$ cat src/rtl/bubble_split_ctrl.sv
// -----------------------------------------------------------------------------
// bubble_split_ctrl
//
// Slot manager placed in front of the bubble object instances. It tracks which
// of NUM_SLOTS bubble slots hold a live bubble, seeds slot 0 at level start and
// services split requests. When a bubble splits, its own slot is relaunched as
// the left child and the right child goes to the lowest free slot. A size-0/1
// bubble pops instead of splitting.
//
// Optional build feature: define SPLIT_SCORE_EN to add a saturating score
// output that accumulates (5 - s) for every serviced split of size s.
//
// Ports
//   clk         system clock
//   resetN      asynchronous active-low reset
//   levelStart  one-cycle pulse: clear all slots, seed slot 0
//   initSize    size of the seeded bubble
//   initX/initY seed top-left position
//   split       per-slot split pulse from the bubble instances
//   parentX/Y   packed per-slot top-left position (slot i at [11i+10:11i])
//   parentSize  packed per-slot size_out (slot i at [3i+2:3i])
//   start       one-cycle launch pulse per slot
//   size        registered launch size per slot (packed, 3 bits each)
//   direction   launch direction per slot, 0 = left, 1 = right
//   startTopX/Y launch position per slot (packed, 11 bits each)
//   active      slot currently holds a live bubble
//   allCleared  nothing active, nothing pending, FSM idle, no level request
//   dropCount   right children dropped for lack of a free slot (saturating)
//   score       (SPLIT_SCORE_EN only) saturating split score
// -----------------------------------------------------------------------------
module bubble_split_ctrl #(
  parameter int NUM_SLOTS = 8,
  parameter int BASE_W    = 8,
  parameter int X_MAX     = 639
) (
  input  logic                   clk,
  input  logic                   resetN,
  input  logic                   levelStart,
  input  logic [2:0]             initSize,
  input  logic [10:0]            initX,
  input  logic [10:0]            initY,
  input  logic [NUM_SLOTS-1:0]   split,
  input  logic [NUM_SLOTS*11-1:0] parentX,
  input  logic [NUM_SLOTS*11-1:0] parentY,
  input  logic [NUM_SLOTS*3-1:0]  parentSize,
  output logic [NUM_SLOTS-1:0]   start,
  output logic [NUM_SLOTS*3-1:0]  size,
  output logic [NUM_SLOTS-1:0]   direction,
  output logic [NUM_SLOTS*11-1:0] startTopX,
  output logic [NUM_SLOTS*11-1:0] startTopY,
  output logic [NUM_SLOTS-1:0]   active,
  output logic                   allCleared,
  output logic [7:0]             dropCount
`ifdef SPLIT_SCORE_EN
  ,
  output logic [15:0]            score
`endif
);

  localparam int IDX_W = (NUM_SLOTS > 1) ? $clog2(NUM_SLOTS) : 1;

  typedef enum logic [1:0] {
    IDLE  = 2'd0,
    ISSUE = 2'd1,
    GAP   = 2'd2
  } state_t;

  state_t state_reg, state_next;

  logic [NUM_SLOTS-1:0] active_reg,  active_next;
  logic [NUM_SLOTS-1:0] pending_reg, pending_next;
  logic [NUM_SLOTS-1:0] launch_reg,  launch_next;
  logic [NUM_SLOTS-1:0] start_reg,   start_next;
  logic [NUM_SLOTS-1:0] dir_reg,     dir_next;

  logic [2:0]  size_reg  [NUM_SLOTS];
  logic [2:0]  size_next [NUM_SLOTS];
  logic [10:0] x_reg     [NUM_SLOTS];
  logic [10:0] x_next    [NUM_SLOTS];
  logic [10:0] y_reg     [NUM_SLOTS];
  logic [10:0] y_next    [NUM_SLOTS];

  // Parent geometry captured at the split edge; the bubble may keep moving
  // while the request waits its turn.
  logic [2:0]  cap_size_reg [NUM_SLOTS];
  logic [2:0]  cap_size_next[NUM_SLOTS];
  logic [10:0] cap_x_reg    [NUM_SLOTS];
  logic [10:0] cap_x_next   [NUM_SLOTS];
  logic [10:0] cap_y_reg    [NUM_SLOTS];
  logic [10:0] cap_y_next   [NUM_SLOTS];

  logic        level_pend_reg, level_pend_next;
  logic [7:0]  drop_reg, drop_next;
  logic        clr_reg, clr_next;

`ifdef SPLIT_SCORE_EN
  logic [15:0] score_reg, score_next;
  logic [15:0] score_inc;
  logic [16:0] score_sum;
`endif

  // Service-path working signals
  logic             sel_found;
  logic [IDX_W-1:0] sel_idx;
  logic             free_found;
  logic [IDX_W-1:0] free_idx;
  logic [2:0]       par_s;
  logic [10:0]      par_x;
  logic [10:0]      par_y;
  logic [2:0]       child_s;
  logic [11:0]      child_w;
  logic [11:0]      right_sum;
  logic [11:0]      right_lim;
  logic [10:0]      right_x;

  // ---------------------------------------------------------------------------
  // State register
  // ---------------------------------------------------------------------------
  always_ff @(posedge clk or negedge resetN) begin
    if (!resetN) begin
      state_reg      <= IDLE;
      active_reg     <= '0;
      pending_reg    <= '0;
      launch_reg     <= '0;
      start_reg      <= '0;
      dir_reg        <= '0;
      level_pend_reg <= 1'b0;
      drop_reg       <= '0;
      clr_reg        <= 1'b0;
`ifdef SPLIT_SCORE_EN
      score_reg      <= '0;
`endif
      for (int i = 0; i < NUM_SLOTS; i++) begin
        size_reg[i]     <= '0;
        x_reg[i]        <= '0;
        y_reg[i]        <= '0;
        cap_size_reg[i] <= '0;
        cap_x_reg[i]    <= '0;
        cap_y_reg[i]    <= '0;
      end
    end else begin
      state_reg      <= state_next;
      active_reg     <= active_next;
      pending_reg    <= pending_next;
      launch_reg     <= launch_next;
      start_reg      <= start_next;
      dir_reg        <= dir_next;
      level_pend_reg <= level_pend_next;
      drop_reg       <= drop_next;
      clr_reg        <= clr_next;
`ifdef SPLIT_SCORE_EN
      score_reg      <= score_next;
`endif
      for (int i = 0; i < NUM_SLOTS; i++) begin
        size_reg[i]     <= size_next[i];
        x_reg[i]        <= x_next[i];
        y_reg[i]        <= y_next[i];
        cap_size_reg[i] <= cap_size_next[i];
        cap_x_reg[i]    <= cap_x_next[i];
        cap_y_reg[i]    <= cap_y_next[i];
      end
    end
  end

  // ---------------------------------------------------------------------------
  // Next-state and datapath logic
  // ---------------------------------------------------------------------------
  always_comb begin
    state_next      = state_reg;
    active_next     = active_reg;
    pending_next    = pending_reg;
    launch_next     = launch_reg;
    start_next      = '0;
    dir_next        = dir_reg;
    // A levelStart is always latched first and acted on from IDLE, so its
    // launch latency matches a split's regardless of FSM state.
    level_pend_next = level_pend_reg | levelStart;
    drop_next       = drop_reg;
    size_next       = size_reg;
    x_next          = x_reg;
    y_next          = y_reg;
    cap_size_next   = cap_size_reg;
    cap_x_next      = cap_x_reg;
    cap_y_next      = cap_y_reg;
`ifdef SPLIT_SCORE_EN
    score_next      = score_reg;
    score_inc       = '0;
    score_sum       = '0;
`endif
    sel_found       = 1'b0;
    sel_idx         = '0;
    free_found      = 1'b0;
    free_idx        = '0;
    par_s           = '0;
    par_x           = '0;
    par_y           = '0;
    child_s         = '0;
    child_w         = '0;
    right_sum       = '0;
    right_lim       = '0;
    right_x         = '0;

    // Capture: only live slots, and an already-pending request is not
    // overwritten by a later one.
    for (int i = 0; i < NUM_SLOTS; i++) begin
      if (split[i] && active_reg[i] && !pending_reg[i]) begin
        pending_next[i]  = 1'b1;
        cap_size_next[i] = parentSize[i*3 +: 3];
        cap_x_next[i]    = parentX[i*11 +: 11];
        cap_y_next[i]    = parentY[i*11 +: 11];
      end
    end

    unique case (state_reg)
      IDLE: begin
        if (level_pend_reg) begin
          // Level restart flushes everything, including captures on this edge.
          pending_next    = '0;
          active_next     = '0;
          launch_next     = '0;
          launch_next[0]  = 1'b1;
          size_next[0]    = initSize;
          dir_next[0]     = 1'b0;
          x_next[0]       = initX;
          y_next[0]       = initY;
          level_pend_next = levelStart;
`ifdef SPLIT_SCORE_EN
          score_next      = '0;
`endif
          state_next      = ISSUE;
        end else if (!levelStart && (pending_reg != '0)) begin
          // A fresh levelStart this cycle holds off split service so it can
          // take priority on the next IDLE cycle.
          for (int i = NUM_SLOTS - 1; i >= 0; i--) begin
            if (pending_reg[i]) begin
              sel_found = 1'b1;
              sel_idx   = IDX_W'(i);
            end
          end
          pending_next[sel_idx] = 1'b0;
          par_s = cap_size_reg[sel_idx];
          par_x = cap_x_reg[sel_idx];
          par_y = cap_y_reg[sel_idx];

`ifdef SPLIT_SCORE_EN
          // Sizes above 5 would give a negative award; they score nothing.
          score_inc  = (par_s <= 3'd5) ? (16'd5 - {13'd0, par_s}) : 16'd0;
          score_sum  = {1'b0, score_reg} + {1'b0, score_inc};
          score_next = score_sum[16] ? 16'hFFFF : score_sum[15:0];
`endif

          if (par_s <= 3'd1) begin
            // Smallest bubbles pop: free the slot, launch nothing.
            active_next[sel_idx] = 1'b0;
            launch_next          = '0;
            state_next           = GAP;
          end else begin
            child_s = par_s - 3'd1;
            child_w = 12'(BASE_W) << child_s;

            launch_next          = '0;
            launch_next[sel_idx] = 1'b1;
            size_next[sel_idx]   = child_s;
            dir_next[sel_idx]    = 1'b0;
            x_next[sel_idx]      = par_x;
            y_next[sel_idx]      = par_y;

            for (int i = NUM_SLOTS - 1; i >= 0; i--) begin
              if (!active_reg[i] && (IDX_W'(i) != sel_idx)) begin
                free_found = 1'b1;
                free_idx   = IDX_W'(i);
              end
            end

            // Right child sits one child-width to the right, kept on screen.
            right_sum = {1'b0, par_x} + child_w;
            right_lim = 12'(X_MAX + 1) - child_w;
            right_x   = (right_sum > right_lim) ? right_lim[10:0] : right_sum[10:0];

            if (free_found) begin
              launch_next[free_idx] = 1'b1;
              size_next[free_idx]   = child_s;
              dir_next[free_idx]    = 1'b1;
              x_next[free_idx]      = right_x;
              y_next[free_idx]      = par_y;
            end else if (drop_reg != 8'hFF) begin
              drop_next = drop_reg + 8'd1;
            end
            state_next = ISSUE;
          end
        end
      end

      ISSUE: begin
        // Launch data was loaded on entry; pulse start and mark live together.
        start_next  = launch_reg;
        active_next = active_next | launch_reg;
        state_next  = GAP;
      end

      GAP: begin
        state_next = IDLE;
      end

      default: begin
        state_next = IDLE;
      end
    endcase

    clr_next = (active_next == '0) && (pending_next == '0) &&
               (state_next == IDLE) && !level_pend_next;
  end

  // ---------------------------------------------------------------------------
  // Output packing
  // ---------------------------------------------------------------------------
  genvar gi;
  generate
    for (gi = 0; gi < NUM_SLOTS; gi++) begin : g_slot_out
      assign size[gi*3 +: 3]       = size_reg[gi];
      assign startTopX[gi*11 +: 11] = x_reg[gi];
      assign startTopY[gi*11 +: 11] = y_reg[gi];
    end
  endgenerate

  assign start      = start_reg;
  assign direction  = dir_reg;
  assign active     = active_reg;
  assign allCleared = clr_reg;
  assign dropCount  = drop_reg;
`ifdef SPLIT_SCORE_EN
  assign score      = score_reg;
`endif

endmodule

$ cat config.mk
export PLATFORM = sky130hd
export DESIGN_NAME = bubble_split_ctrl
export DESIGN_NICKNAME = d
export VERILOG_FILES = /design/src/rtl/bubble_split_ctrl.sv
export SDC_FILE = /design/constraint.sdc
export NUM_CORES = 1
export LEC_CHECK = 0
export CAP_MARGIN = 0
export CORE_UTILIZATION = 55
export DETAILED_ROUTE_END_ITERATION = 10
export GPL_TIMING_DRIVEN = 0
export PLACE_DENSITY = 0.86
export SLEW_MARGIN = 0
export SYNTH_ARGS = -nofsm -noshare
export SYNTH_HDL_FRONTEND = slang
export SYNTH_SLANG_ARGS = --single-unit
$ cat constraint.sdc
create_clock -name clk -period 10.3 [get_ports clk]
set_input_delay 1.03 -clock clk [delete_from_list [all_inputs] [get_ports clk]]
set_output_delay 1.03 -clock clk [all_outputs]
set_load 0.005 [all_outputs]
After elaboration in Yosys (flattened, before gate mapping)
Cells that the tools add are included.
{"block": "classes", "order_cmp": 10, "n_mux": 105, "add_sub_neg": 4, "n_reduce_logical": 61, "n_eq_ne": 10, "n_shift": 1, "bitwise": 13}
{"op": "$mux 88", "count": 6}
{"op": "$bwmux 88", "count": 4}
{"op": "$mux 11", "count": 9}
{"op": "$mux 8", "count": 12}
{"op": "$mux 3", "count": 28}
{"op": "$mux 24", "count": 3}
{"op": "$bmux 11 s3", "count": 2}
{"op": "$demux 11 s3", "count": 2}
{"op": "$bwmux 24", "count": 2}
{"op": "$logic_and 1x1->1", "count": 32}
{"op": "$mux 1", "count": 27}
{"op": "$and 8x8->8", "count": 3}
{"op": "$or 8x8->8", "count": 3}
{"op": "$demux 3 s3", "count": 2}
{"op": "$logic_not 1->1", "count": 18}
{"op": "$logic_not 8->1", "count": 2}
{"op": "$pmux 8 s2", "count": 1}
{"op": "$add 11x12->12", "count": 1}
{"op": "$gt 12x12->1", "count": 1}
{"op": "$ne 3x3->1 const A", "count": 4}
{"op": "$shl 4x3->12 const A", "count": 1}
{"op": "$sub 10x12->12 const A", "count": 1}
{"op": "$bmux 3 s3", "count": 1}
{"op": "$add 8x1->8 const B", "count": 1}
{"op": "other kinds (26)", "count": 38}
{"block": "totals", "out_inout_bits": 233, "input_bits": 236, "wordCells": 262, "regBits": 452}

Longest topological paths before layout
Gate-level depths: netlist of the first run.
{"block": "logic_depth", "depth_word": 35, "ltp_mapped": 33, "mapped_depth_nobuf": 31}

Least setup slack after synthesis of the first run
Ideal clock, no wire load.
{"block": "synth_path", "path_kind": "register to register", "start": "reg pending_reg[2]", "end": "reg x_reg (netlist bit startTopX[38])", "path_slack_ps": 4046, "path_buffers": 2, "period_less_slack_ps": 6254, "setup_ps": 121, "stages_incl_launch_ff": 29, "arrival_time_ps": 6133, "t_required_ps": 10179, "path_cell_list": "dfrtp_1 > or4b_2 > a21o_1 > clkbuf_1 > o221ai_1 > o32a_1 > inv_1 > ha_1 > nand2_1 > a21oi_1 > nor2_1 > inv_1 > ha_1 > fa_1 > a21o_1 > a21oi_1 > o21bai_1 > a21oi_1 > nor2b_1 > o21ai_0 > nand2b_1 > ha_1 > nand4_1 > o21ai_0 > o31a_1 > buf_6 > mux2i_4 > a22oi_1 > o22a_1"}
{"block": "synth_between", "elab_chain_len": 27, "elab_cells_between_ends": 78, "cone_classes": "add/sub (3); order compare (6); eq/ne (7); shift (1); mux (44); bitwise (3); reduce/logical (14)"}
{"element": "start: declaration", "line_no": "71", "text": "logic [NUM_SLOTS-1:0] pending_reg, pending_next;"}
{"element": "start signal: assignment", "line_no": "144", "text": "pending_reg <= pending_next;"}
{"element": "branches (longest 27 deep; another with $sub 3x1->3)"}
{"element": "end signal: indexed assignment", "line_no": "156", "text": "x_reg[i] <= x_next[i];"}
{"element": "end: declaration", "line_no": "78", "text": "logic [10:0] x_reg [NUM_SLOTS];"}
Several ways; the timed one is not identified. The select of a mux whose other input is x is not followed.
A chain may end at the register's enable or synchronous reset.

Worst setup path in the final report of the first run
{"block": "layout_path", "start": "reg pending_reg[2]", "end": "reg x_reg (netlist bit startTopX[84])"}
The elaborated chain is that of the path after synthesis.

==> out/metrics.cfg, run 1 <==
[sta]
hold_ws_ns=0.450
finalHoldViolations=0
tightest_slew_ns=1.63
slew_viol_final=6
fin_ws_ns=1.38
post-route-min-period_ns=8.92
fin_crit_sh_pct=86.6
timing.fmax_mhz=112
finalSetupTns_ns=0
finClkSkew_ns=0.0200
grt_setup_unrepaired=false
finalSetupViolations=0
relSlewSlack_pct=-8.44

[synthesis]
yosysWarningCount=0
synth_cells=1964
synth_top_area_share_pct=54.2
ys_ff_latch=452
syn_nets=2225
async_flop_share_pct=100
ys_types=77
synth_ff_type=dfrtp_1
synth_enable_flop_cells=0
syn_area_per_cell_um2=10.6
synth_area_leaders=dfrtp_1 (54%), mux2_2 (11%), nand2_1 (7.0%)
synth.cell_area_um2=20900
synth-seq-area-share_pct=54.2
synth_largest_area_cell=dfrtp_1

[routing]
drtIter0Drc=1666
viasPerCell=6.19
drc=0
routed_wl_mm=74.8
via_count=18800
drt-pass1-iter-count=8
wl_per_cell_um=24.6
ant_nets=0

[clocking]
clock-root-buffer=clkbuf_16
h-tree-depth=2
clock-sinks=452
post_cts_buffers=0
cts_tree=built
clk_latency_ns=0.59
cts_buffers=46
hold_buffers=0
path_clk_slew_ns=0.06
cts_buffer_depth=3
ctsResizeCount=0

[die]
core_um2=37500
initial_core_util_pct=55.7
fp.dieArea_um2=38800
rows=71
io_pins=469
die_h_um=197
fp.dieW_um=197

[worst_setup_path]
reg2reg_from=pending_reg[2]
reg2reg_to=startTopX[84]
reg2reg_depth=31
cp_slowest_cell=nor3_2
endpoint_kind=flip-flop
required_ns=10.79
cp-start-kind=flip-flop
cp_max_fo=10
max_stage_delay_ns=0.65
critPathKind=reg2reg
crit_arrival_ns=9.42
rrSetupSlack_ns=1.38

[global_routing]
grt_pass1_vias=18900
antenna_found_initial=8
grt_max_degree=108
grt_pass1_wl_mm=111
globalRouteOverflowTotal=0
grtUsageTotal_pct=38.3

[power_and_ir_drop]
cellLeakagePower_nw=12.8
power.density_nw_per_um2=291
p_total_mw=8.14
ir_drop_mv=0.319

[final_layout]
seqCellArea_um2=11300
fin_area_um2=27900
post-route-util_pct=74.5
n_fill_cell=2561
drive_above_1_share_pct=13.1
nets=2748
area_delta_synth_final_pct=33.8
stdcell_count=3041
multi_input_area_um2=9030

[place]
dp_cells=2948
dpl.hpwl_mm=55.9
dpl_worst_slack_ns=1.77
portBuffers=467
place_area_um2=26300
place_congestion=0.995

[worst_hold_path]
min_path_type=in2async

[run]
cap_violations=0

[outcome]
outcome=finished with violations
violations=max-slew violations

[kinds of logic after synthesis]
| kind of cell | count (synthesis) | share of synthesized area, % |
|---|---|---|
| buf+inv | 142 | 2.70 |
| mux | 244 | 13.1 |
| compound gates | 476 | 15.2 |
| simple gates | 609 | 12.6 |
| xor+xnor | 16 | 0.737 |
| flops | 452 | 54.2 |
| fa+ha+maj | 25 | 1.53 |
[report_power, final]
| group | leakage (nW) | internal [mW] | switching (mW) |
|---|---|---|---|
| clock network | 0.765 | 1.01 | 0.711 |
| registers | 6.04 | 2.07 | 0.207 |
| logic | 5.99 | 1.45 | 2.69 |
| total | 12.8 | 4.53 | 3.61 |
[layout make-up]
type	instances	area share [%]
sequential	452	40.5
clock inverter	10	0.555
tap	511	2.29
antenna	8	0.0717
timing repair buffer	475	17.2
multi-input combinational	1370	32.3
inverter	31	0.416
buffer	111	1.60
clock buffer	73	5.02
[routing by layer]
layer | vias to the layer above | track usage (%) | part of all wire (%)
met4 | 2 | 20.9 | 5.9
met5 | - | 1.28 | 0.084
met1 | 9278 | 48.8 | 38
li1 | 8078 | - | -
met3 | 291 | 8.18 | 9.3
met2 | 1188 | 61.3 | 46
[synthesized netlist by cell type (9+ instances only)]
master and number:
a31oi_1 9, buf_1 10, inv_1 30, nand4_1 11
clkbuf_1 90, o22ai_1 26, nand3_1 20, o21ai_0 119
nor2_1 80, a21o_1 13, dfrtp_1 452, mux2_2 207
mux2i_1 31, o2bb2ai_1 14, xnor2_1 10, a211oi_1 11
nand2_1 390, nor4_1 9, and2_1 19, a22oi_1 61
and3_1 12, a21oi_1 112, o22a_1 33, nand2b_1 10
nor3_1 19, ha_1 24
[cell usage in the layout (no fill, tap or decap), drive strengths merged, types with 21 or more instances in the layout]
cell,Yosys,final
a21oi,113,113
dfrtp,452,452
inv,30,31
nor2,82,82
a22oi,61,61
mux2,210,210
o22ai,26,26
o22a,33,33
clkbuf,90,165
o21ai,125,125
ha,24,24
nand2,390,390
buf,21,28
clkdlybuf4s50,0,466
mux2i,34,34
nor3,21,21
[worst max-delay path, delay by kind of cell (launching register included)]
kind,cells,cell delay [ns]
AOI/OAI and AO/OA,11,2.51
adders and majority gates,4,1.43
buffers and inverters,5,1.57
DFF,1,0.43
muxes,1,0.60
and+or+nand+nor,10,2.25
[worst max path at each step]
stage	from	endpoint	slack, ns	cells past startpoint
floorplan	pending_reg[2]	startTopX[38]	4.05	28
global placement	resetN	startTopY[61]	-10.92	1
detailed placement	pending_reg[2]	startTopX[84]	1.77	31
CTS	pending_reg[2]	startTopX[84]	1.73	31
global route	pending_reg[2]	startTopX[3]	1.06	30
finish	pending_reg[2]	startTopX[84]	1.38	31
Note: power is estimated with default switching activity, not from simulation.
==> run 2, diff against run 1 <==
--- a/config.mk
+++ b/config.mk
@@ -5,11 +5,14 @@
 export SDC_FILE = /design/constraint.sdc
 export NUM_CORES = 1
 export LEC_CHECK = 0
+export ABC_AREA = 0
 export CAP_MARGIN = 0
-export CORE_UTILIZATION = 55
+export CELL_PAD_IN_SITES_DETAIL_PLACEMENT = 1
+export CELL_PAD_IN_SITES_GLOBAL_PLACEMENT = 2
+export CORE_UTILIZATION = 35
 export DETAILED_ROUTE_END_ITERATION = 10
 export GPL_TIMING_DRIVEN = 0
-export PLACE_DENSITY = 0.86
+export PLACE_DENSITY_LB_ADDON = 0.1
 export SLEW_MARGIN = 0
 export SYNTH_ARGS = -nofsm -noshare
 export SYNTH_HDL_FRONTEND = slang
==> out/metrics.cfg, run 2 (synthesis results as in run 1) <==
[final_layout]
multi_input_area_um2=9030  ; unchanged
drive_above_1_share_pct=13.9  ; +0.82 points
n_fill_cell=6427  ; +150%
nets=2757  ; +0.33%
seqCellArea_um2=11300  ; unchanged
fin_area_um2=28500  ; +2.2%
area_delta_synth_final_pct=36.7
layout_common_cells=clkdlybuf4s50_1 (466), dfrtp_1 (452), nand2_1 (390)
final_common_cell=clkdlybuf4s50_1

[worst_setup_path]
required_ns=10.82  ; +0.03 ns
crit_arrival_ns=9.32  ; -0.10 ns
cp-start-kind=flip-flop
max_stage_delay_ns=0.99  ; +0.34 ns
cp_slowest_cell=o21ai_1
reg2reg_to=startTopX[14]
endpoint_kind=flip-flop
cp_max_fo=10  ; unchanged
reg2reg_depth=29  ; -6.5%
critPathKind=reg2reg
rrSetupSlack_ns=1.51  ; +0.13 ns
reg2reg_from=pending_reg[2]

[sta]
relSlewSlack_pct=6.87  ; +15 points
finClkSkew_ns=0.0109  ; -0.00905 ns
post-route-min-period_ns=8.79  ; -0.133 ns
slew_viol_final=0  ; -6
fin_crit_sh_pct=85.4  ; -1.3 points
timing.fmax_mhz=114  ; +1.5%
grt_setup_unrepaired=false
finalSetupViolations=0  ; unchanged
finalSetupTns_ns=0  ; unchanged
tightest_slew_ns=1.40  ; -0.230 ns
finalHoldViolations=0  ; unchanged

[place]
portBuffers=467  ; unchanged
place_congestion=0.890  ; -11%
place_area_um2=26700  ; +1.3%
dpl.hpwl_mm=66.5  ; +19%

[routing]
drc=0  ; unchanged
drt-pass1-iter-count=5  ; -3
via_count=18000  ; -4.3%
wl_per_cell_um=25.6  ; +4.2%
drtIter0Drc=1095  ; -34%
ant_nets=0  ; unchanged
routed_wl_mm=84.9  ; +13%
viasPerCell=5.44  ; -12%

[clocking]
hold_buffers=0  ; unchanged
cts_buffers=53  ; +15%
h-tree-depth=2  ; unchanged
clock-root-buffer=clkbuf_16
path_clk_slew_ns=0.06  ; about the same
clock-sinks=452  ; unchanged
cts_tree=built
clk_latency_ns=0.61  ; +0.02 ns
post_cts_buffers=0  ; unchanged
ctsResizeCount=0  ; unchanged
cts_buffer_depth=3  ; unchanged

[power_and_ir_drop]
power.density_nw_per_um2=293  ; +0.41%
cellLeakagePower_nw=12.9  ; +1.1%
ir_drop_mv=0.301  ; -5.8%

[die]
fp.dieArea_um2=60700  ; +56%
core_um2=59000  ; +57%
initial_core_util_pct=35.4  ; -20 points
rows=89  ; +25%
io_pins=469  ; unchanged
fp.dieW_um=246  ; +25%
die_h_um=246  ; +25%

[worst_hold_path]
min_path_type=in2async

[global_routing]
grtUsageTotal_pct=28.0  ; -10 points
grt_pass1_wl_mm=126  ; +13%
grt_max_degree=114  ; +5.6%
globalRouteOverflowTotal=0  ; unchanged
grt_pass1_vias=18900  ; +0.048%
antenna_found_initial=9  ; +1

[outcome]
outcome=finished clean

[run]
cap_violations=0  ; unchanged

==> run 2: critical path, delay by kind of cell, from the launching register on <==
kind / cells / cell delay, ns
buf+inv: 4 / 1.36
compound gates: 12 / 3.69
fa+ha+maj: 4 / 1.40
flops: 1 / 0.43
simple gates: 9 / 1.79
==> run 2: final cells by class <==
cell class | instances | share of cell area (%)
Sequential cell | 452 | 39.6
Multi-Input combinational cell | 1370 | 31.6
Timing Repair Buffer | 477 | 16.9
Clock buffer | 69 | 5.17
Tap cell | 773 | 3.39
Buffer | 111 | 1.57
Clock inverter | 29 | 1.31
Inverter | 31 | 0.408
Antenna cell | 1 | 0.00877
==> run 2: worst max-delay path by stage <==
stage / startpoint / endpoint / depth (start not counted)
final: pending_reg[2] / startTopX[14] / 29
after global routing: pending_reg[2] / startTopX[14] / 29
after CTS: pending_reg[2] / startTopX[14] / 29
after detailed placement: pending_reg[2] / startTopX[14] / 29
after global placement: resetN / cap_y_reg[16] / 1
after floorplan: pending_reg[2] / startTopX[38] / 28
==> run 2: routing by layer <==
metal  GRT usage (%)  part of all wire [%]  vias to the layer above
met5               0                  0.13                        -
li1                -                     -                     8079
met3            4.72                   5.3                      113
met4            7.48                   2.3                       16
met2            46.0                    48                      540
met1            38.0                    44                     9284
==> run 2: report_power, final <==
group | switching (mW) | internal [mW] | leakage, nW
clock | 0.799 | 1.21 | 0.906
combinational | 2.62 | 1.45 | 6.00
sequential | 0.199 | 2.07 | 6.04
total | 3.62 | 4.73 | 12.9
==> run 2: through the flow <==
| step | total power [mW] | hold slack (ns) | std cells | utilization [%] | worst slack (ns) |
|---|---|---|---|---|---|
| floorplan | 4.60 | 0.439 | 1964 | - | 4.05 |
| global placement | 6.22 | 0.452 | 3204 | 45.0 | -12.36 |
| detailed placement | 6.33 | 0.458 | 3212 | 45.2 | 1.63 |
| CTS | 8.36 | 0.410 | 3310 | 48.3 | 1.66 |
| global route | 8.79 | 0.424 | 3312 | 48.4 | 0.946 |
| finish | 8.35 | 0.376 | 3313 | 48.4 | 1.51 |
==> variant 1: new RTL, settings of run 1 <==
Change the parameter `NUM_SLOTS` from 8 to 4.
--- a/src/rtl/bubble_split_ctrl.sv
+++ b/src/rtl/bubble_split_ctrl.sv
@@ -30,5 +30,5 @@
 // -----------------------------------------------------------------------------
 module bubble_split_ctrl #(
-  parameter int NUM_SLOTS = 8,
+  parameter int NUM_SLOTS = 4,
   parameter int BASE_W    = 8,
   parameter int X_MAX     = 639
Ports: changed (10 resized); port bits go from 469 to 253. No check against the original RTL was run, so the function may have changed too.
==> variant 1 against run 1 <==
- non-clock buffer count fell by 274
- synthesized area fell by 46%
- clock skew fell by 0.00051 ns
- sequential cell count fell by 220
- first-iteration DRC count fell by 41%
- utilization rose by 1.2 points
- combinational power fell by 28%
- power fell by 35%
- routed wire length fell by 48%
- worst setup slack got worse by 0.11 ns
- global-route usage fell by 0.80 points
- final area fell by 47%
- critical path type unchanged
- largest cell class unchanged
- largest power group unchanged
==> variant 1: results (changes against run 1) <==
Pwr:
- The static leakage is 6.64 nW (-48%).
- The switching share of total power was 0.450 (+0.00598).
- The clock power share is 0.173 (-0.039).
- The worst voltage drop across the vdd grid is 341 uV (+6.8%).
- The sequential cell fraction of total power came to 0.263 (-0.016).
- The power spent charging and discharging nets is 2.37 mW (-34%).

Place:
- The final RePlAce weighted congestion is 0.986 (-0.85%).
- The detailed placement HPWL is 28.7 mm (-49%).
- The placement-stage cell area is 14100 um2 (-47%).
- The minimum setup slack after placement is 1.55 ns (-0.213 ns).
- The count of input and output buffers is 252 (-46%).

Status:
- The run finished with clean final reports.

Global routing:
- The total track usage is 0.375 (-0.00802).
- The via count of the first global-routing pass is 10023 (-47%).
- The met1 demand-to-capacity share in global routing is 0.494 (+0.00565).
- The number of antenna violations at the first check in global routing was 0 (-8).
- The pin count of the biggest net entering global routing is 121 (+12%).
- The fraction of met3 tracks used by global routing is 0.0809 (-0.000846).
- The met2 usage came to 0.599 (-0.0141).
- The first-pass GRT wire length is 57.8 mm (-48%).

Critical path:
- The capturing point of the worst reg2reg path is startTopX[28]$_DFFE_PN0P_.
- The number of cells on the worst reg-to-reg path is 32 (+3.2%).
- The most critical setup path has its startpoint at pending_reg[1]$_DFF_PN0_.
- Among all stages on the critical path, the largest delay is contributed by o31ai_1.
- The stage delay of the slowest cell on the critical path is 0.81 ns (+0.16 ns).
- The flop-to-flop setup slack is 1.26 ns (-0.11 ns).
- The critical-path maximum fanout is 10 (unchanged).
- The family of cells with the greatest summed delay on the critical path is compound AO/OA/AOI/OAI gates.

Yosys:
- Among all flip-flop cells after synthesis, the most frequent one is dfrtp_1.
- By count the netlist is led by dfrtp_1 (232), a21oi_1 (106), mux2_2 (101).
- The post-synthesis net count is 1206 (-46%).
- The number of distinct library cell variants in the gate-level netlist after synthesis is 77 (unchanged).
- By area the synthesized netlist is led by dfrtp_1 (52%), mux2_2 (10%), a21oi_1 (4.7%).
- The synthesized instance count was 1049 (-47%).

Finish:
- The number of nets at the end of the flow is 1486 (-46%).
- The sequential cell area in the final layout came to 5810 um2 (-49%).
- The number of standard cells in the layout, taps in and fillers out is 1613 (-47%).
- The number of fill cells is 1292 (-50%).
- The layout cell share with drive strength beyond 1 is 0.137 (+0.00639).

STA:
- The minimum clock period came to 9.04 ns (+0.112 ns).
- The final clock skew is 0.0195 ns (-0.000511 ns).
- The worst hold margin is 0.474 ns (+0.0239 ns).
- The slew at the pin closest to its max-slew limit is 1.38 ns (-0.244 ns).

CTS:
- The number of buffers created by CTS is 25 (-46%).
- The H-tree depth reported by CTS was 1 (-1).
- The clock insertion delay at the later pin of the skew report is 0.55 ns (-0.04 ns).

Min path:
- The launch point of the worst hold path is size[8]$_DFFE_PN0P_.
- The path class of the tightest hold or removal check is flop to flop.

Route:
- The top metal layer carrying routed signals is met4.
- The detailed-routed wire length on met3 came to 3.71 mm (-47%).
- The total iterations of the first detailed-routing run is 6 (-2).
- The total detailed-routing wirelength came to 38.9 mm (-48%).
- The routed metal-1 wire length is 15.2 mm (-47%).
- The number of vias per cell is 6.24 (+0.70%).
variant 1: final cells by class:
| cell class | instances | share of cell area |
|---|---|---|
| buffer | 59 | 0.0183 |
| clock buffer | 40 | 0.0530 |
| clock inverter | 6 | 0.00335 |
| inverter | 26 | 0.00654 |
| multi-input combinational | 732 | 0.337 |
| sequential | 232 | 0.389 |
| tap | 265 | 0.0222 |
| timing repair buffer | 253 | 0.171 |
variant 1: worst register-to-register path, delay by kind of cell, from the launching register on:
family / cells / cell delay (ns)
AO/OA/AOI/OAI: 10 / 3.99
adder cells (fa/ha/maj): 4 / 1.31
buffers and inverters: 8 / 1.46
flip-flops: 1 / 0.40
multiplexers: 1 / 0.12
AND/OR/NAND/NOR: 9 / 1.63
variant 1: logic make-up after synthesis:
family | after synthesis | synth area share
xor+xnor | 17 | 0.0133
flops | 232 | 0.518
fa+ha+maj | 25 | 0.0286
mux | 108 | 0.109
simple gates | 285 | 0.122
buf+inv | 85 | 0.0331
compound gates | 297 | 0.176
==> variant 2: new RTL, settings of run 1 <==
Without the edit above. Put a register stage on the output `size`, with the module's reset. The value now appears one clock later. The other outputs are not delayed to match. Comments in the files are not updated.
--- a/src/rtl/bubble_split_ctrl.sv
+++ b/src/rtl/bubble_split_ctrl.sv
@@ -66,4 +66,6 @@
   } state_t;
 
+  logic [NUM_SLOTS*3-1:0] size_d;
+
   state_t state_reg, state_next;
 
@@ -318,5 +320,5 @@
   generate
     for (gi = 0; gi < NUM_SLOTS; gi++) begin : g_slot_out
-      assign size[gi*3 +: 3]       = size_reg[gi];
+      assign size_d[gi*3 +: 3]       = size_reg[gi];
       assign startTopX[gi*11 +: 11] = x_reg[gi];
       assign startTopY[gi*11 +: 11] = y_reg[gi];
@@ -333,4 +335,12 @@
 `endif
 
+  always_ff @(posedge clk or negedge resetN) begin
+    if (!resetN) begin
+      size <= '0;
+    end else begin
+      size <= size_d;
+    end
+  end
+
 endmodule
 
Formal check against the unedited RTL: not equivalent (a bounded check fails within 4 cycles, from zero or initial values and one cycle with resetN low).
==> variant 2 against run 1 <==
- die area is 1.2% higher
- final area grew 1.3%
- routed wire length rose by 1.9%
- largest power group unchanged
- largest cell class unchanged
- power shrank 7.7%
- synthesized area grew 1.2%
- worst setup slack got worse by 0.38 ns
- clock skew grew 0.0042 ns
- global-route usage grew 0.52 points
- sequential cell count is 24 higher
==> variant 2: results (changes against run 1) <==
Route:
- The routed metal-1 wire length was 28.8 mm (+0.45%).
- The total detailed-routing wirelength is 76.3 mm (+1.9%).
- The total iterations of the first detailed-routing run was 6 (-2).
- The number of DRC markers in iteration 0 is 1778 (+6.7%).

Yosys:
- The post-synthesis net count is 2174 (-2.3%).
- The number of distinct library cell variants in the gate-level netlist after synthesis was 79 (+2.6%).
- The average footprint of a synthesized cell is 11.1 um2 (+3.9%).
- The number of synthesized register bits is 476 (+5.3%).

Critical path:
- The flop-to-flop setup slack is 0.99 ns (-0.38 ns).
- The stage delay of the slowest cell on the critical path is 1.06 ns (+0.41 ns).
- The number of cells on the worst reg-to-reg path is 27 (-13%).
- The highest-delay cell along the critical path is o2bb2ai_1.

Global routing:
- The met2 usage is 0.621 (+0.00788).
- The total track usage is 0.389 (+0.00520).
- The met1 demand-to-capacity share in global routing came to 0.499 (+0.0105).
- The pin count of the biggest net entering global routing is 129 (+19%).
- The number of antenna violations at the first check in global routing is 12 (+4).

Status:
- The flow ran to the end, and the final reports show no timing, DRC or antenna violations.

STA:
- The highest achievable clock rate is 107 MHz (-4.1%).
- The final clock skew is 0.0242 ns (+0.00424 ns).
- The slew at the pin closest to its max-slew limit was 1.42 ns (-0.211 ns).

Place:
- The number of cells after detailed placement came to 2902 (-1.6%).
- The minimum setup slack after placement came to 1.43 ns (-0.334 ns).
- The final RePlAce weighted congestion is 0.973 (-2.2%).
- The placement-stage cell area is 26600 um2 (+1.0%).
- The detailed placement HPWL is 56.5 mm (+1.1%).

Finish:
- The clock buffer and inverter area fraction after layout is 0.0589 (+0.00311).
- The non-clock buffer area fraction after layout is 0.185 (-0.00287).
- The area used by multi-input combinational logic is 8710 um2 (-3.5%).
- The number of multi-input logic gates was 1299 (-5.2%).
- The count of plain and timing-repair buffers in the layout came to 588 (+0.34%).
- The sequential share of cell area is 0.421 (+0.0159).

Pwr:
- The switching share of total power was 0.408 (-0.0355).
- The sequential logic power came to 2.33 mW (+3%).
## variant 2: changes by cell type after synthesis, sizes merged, moves of 12 or more
| cell | run 1 | this run |
|---|---|---|
| nand2 | 390 | 247 |
| o21ai | 125 | 202 |
| a22oi | 61 | 33 |
| dfrtp | 452 | 476 |
| a21oi | 113 | 126 |
| o2bb2ai | 14 | 1 |
| nor2 | 82 | 94 |
| o22ai | 26 | 38 |
## variant 2: per-stage QoR
step / setup TNS [ns] / hold WS (ns) / utilization
after floorplan: 0 / 0.354 / -
after global placement: -5587.17 / 0.358 / 0.701
after detailed placement: 0 / 0.362 / 0.705
after CTS: 0 / 0.246 / 0.749
after global routing: 0 / 0.252 / 0.750
final: 0 / 0.263 / 0.750
## variant 2: logic make-up (layout without fill, tap and decap cells)
kind of cell | after synthesis | count (layout) | synth area share
AOI/OAI and AO/OA | 555 | 555 | 0.164
adders and majority gates | 25 | 25 | 0.0151
other | 0 | 10 | 0
and+or+nand+nor | 458 | 458 | 0.0963
muxes | 244 | 244 | 0.129
buffers and inverters | 138 | 700 | 0.0251
DFF | 476 | 476 | 0.563
xor gates and xnor gates | 17 | 17 | 0.00769
## variant 2: how the worst min path moves through the flow
stage,from,end,slack (ns),depth (start not counted)
global placement,size_d[7]$_DFFE_PN0P_,size[7]$_DFF_PN0_,0.36,0
detailed placement,size_d[21]$_DFFE_PN0P_,size[21]$_DFF_PN0_,0.36,0
CTS,resetN,cap_x_reg[26]$_DFFE_PN0P_,0.25,1
floorplan,size_d[0]$_DFFE_PN0P_,size[0]$_DFF_PN0_,0.35,0
finish,resetN,cap_x_reg[26]$_DFFE_PN0P_,0.26,1
global route,resetN,cap_x_reg[19]$_DFFE_PN0P_,0.25,1
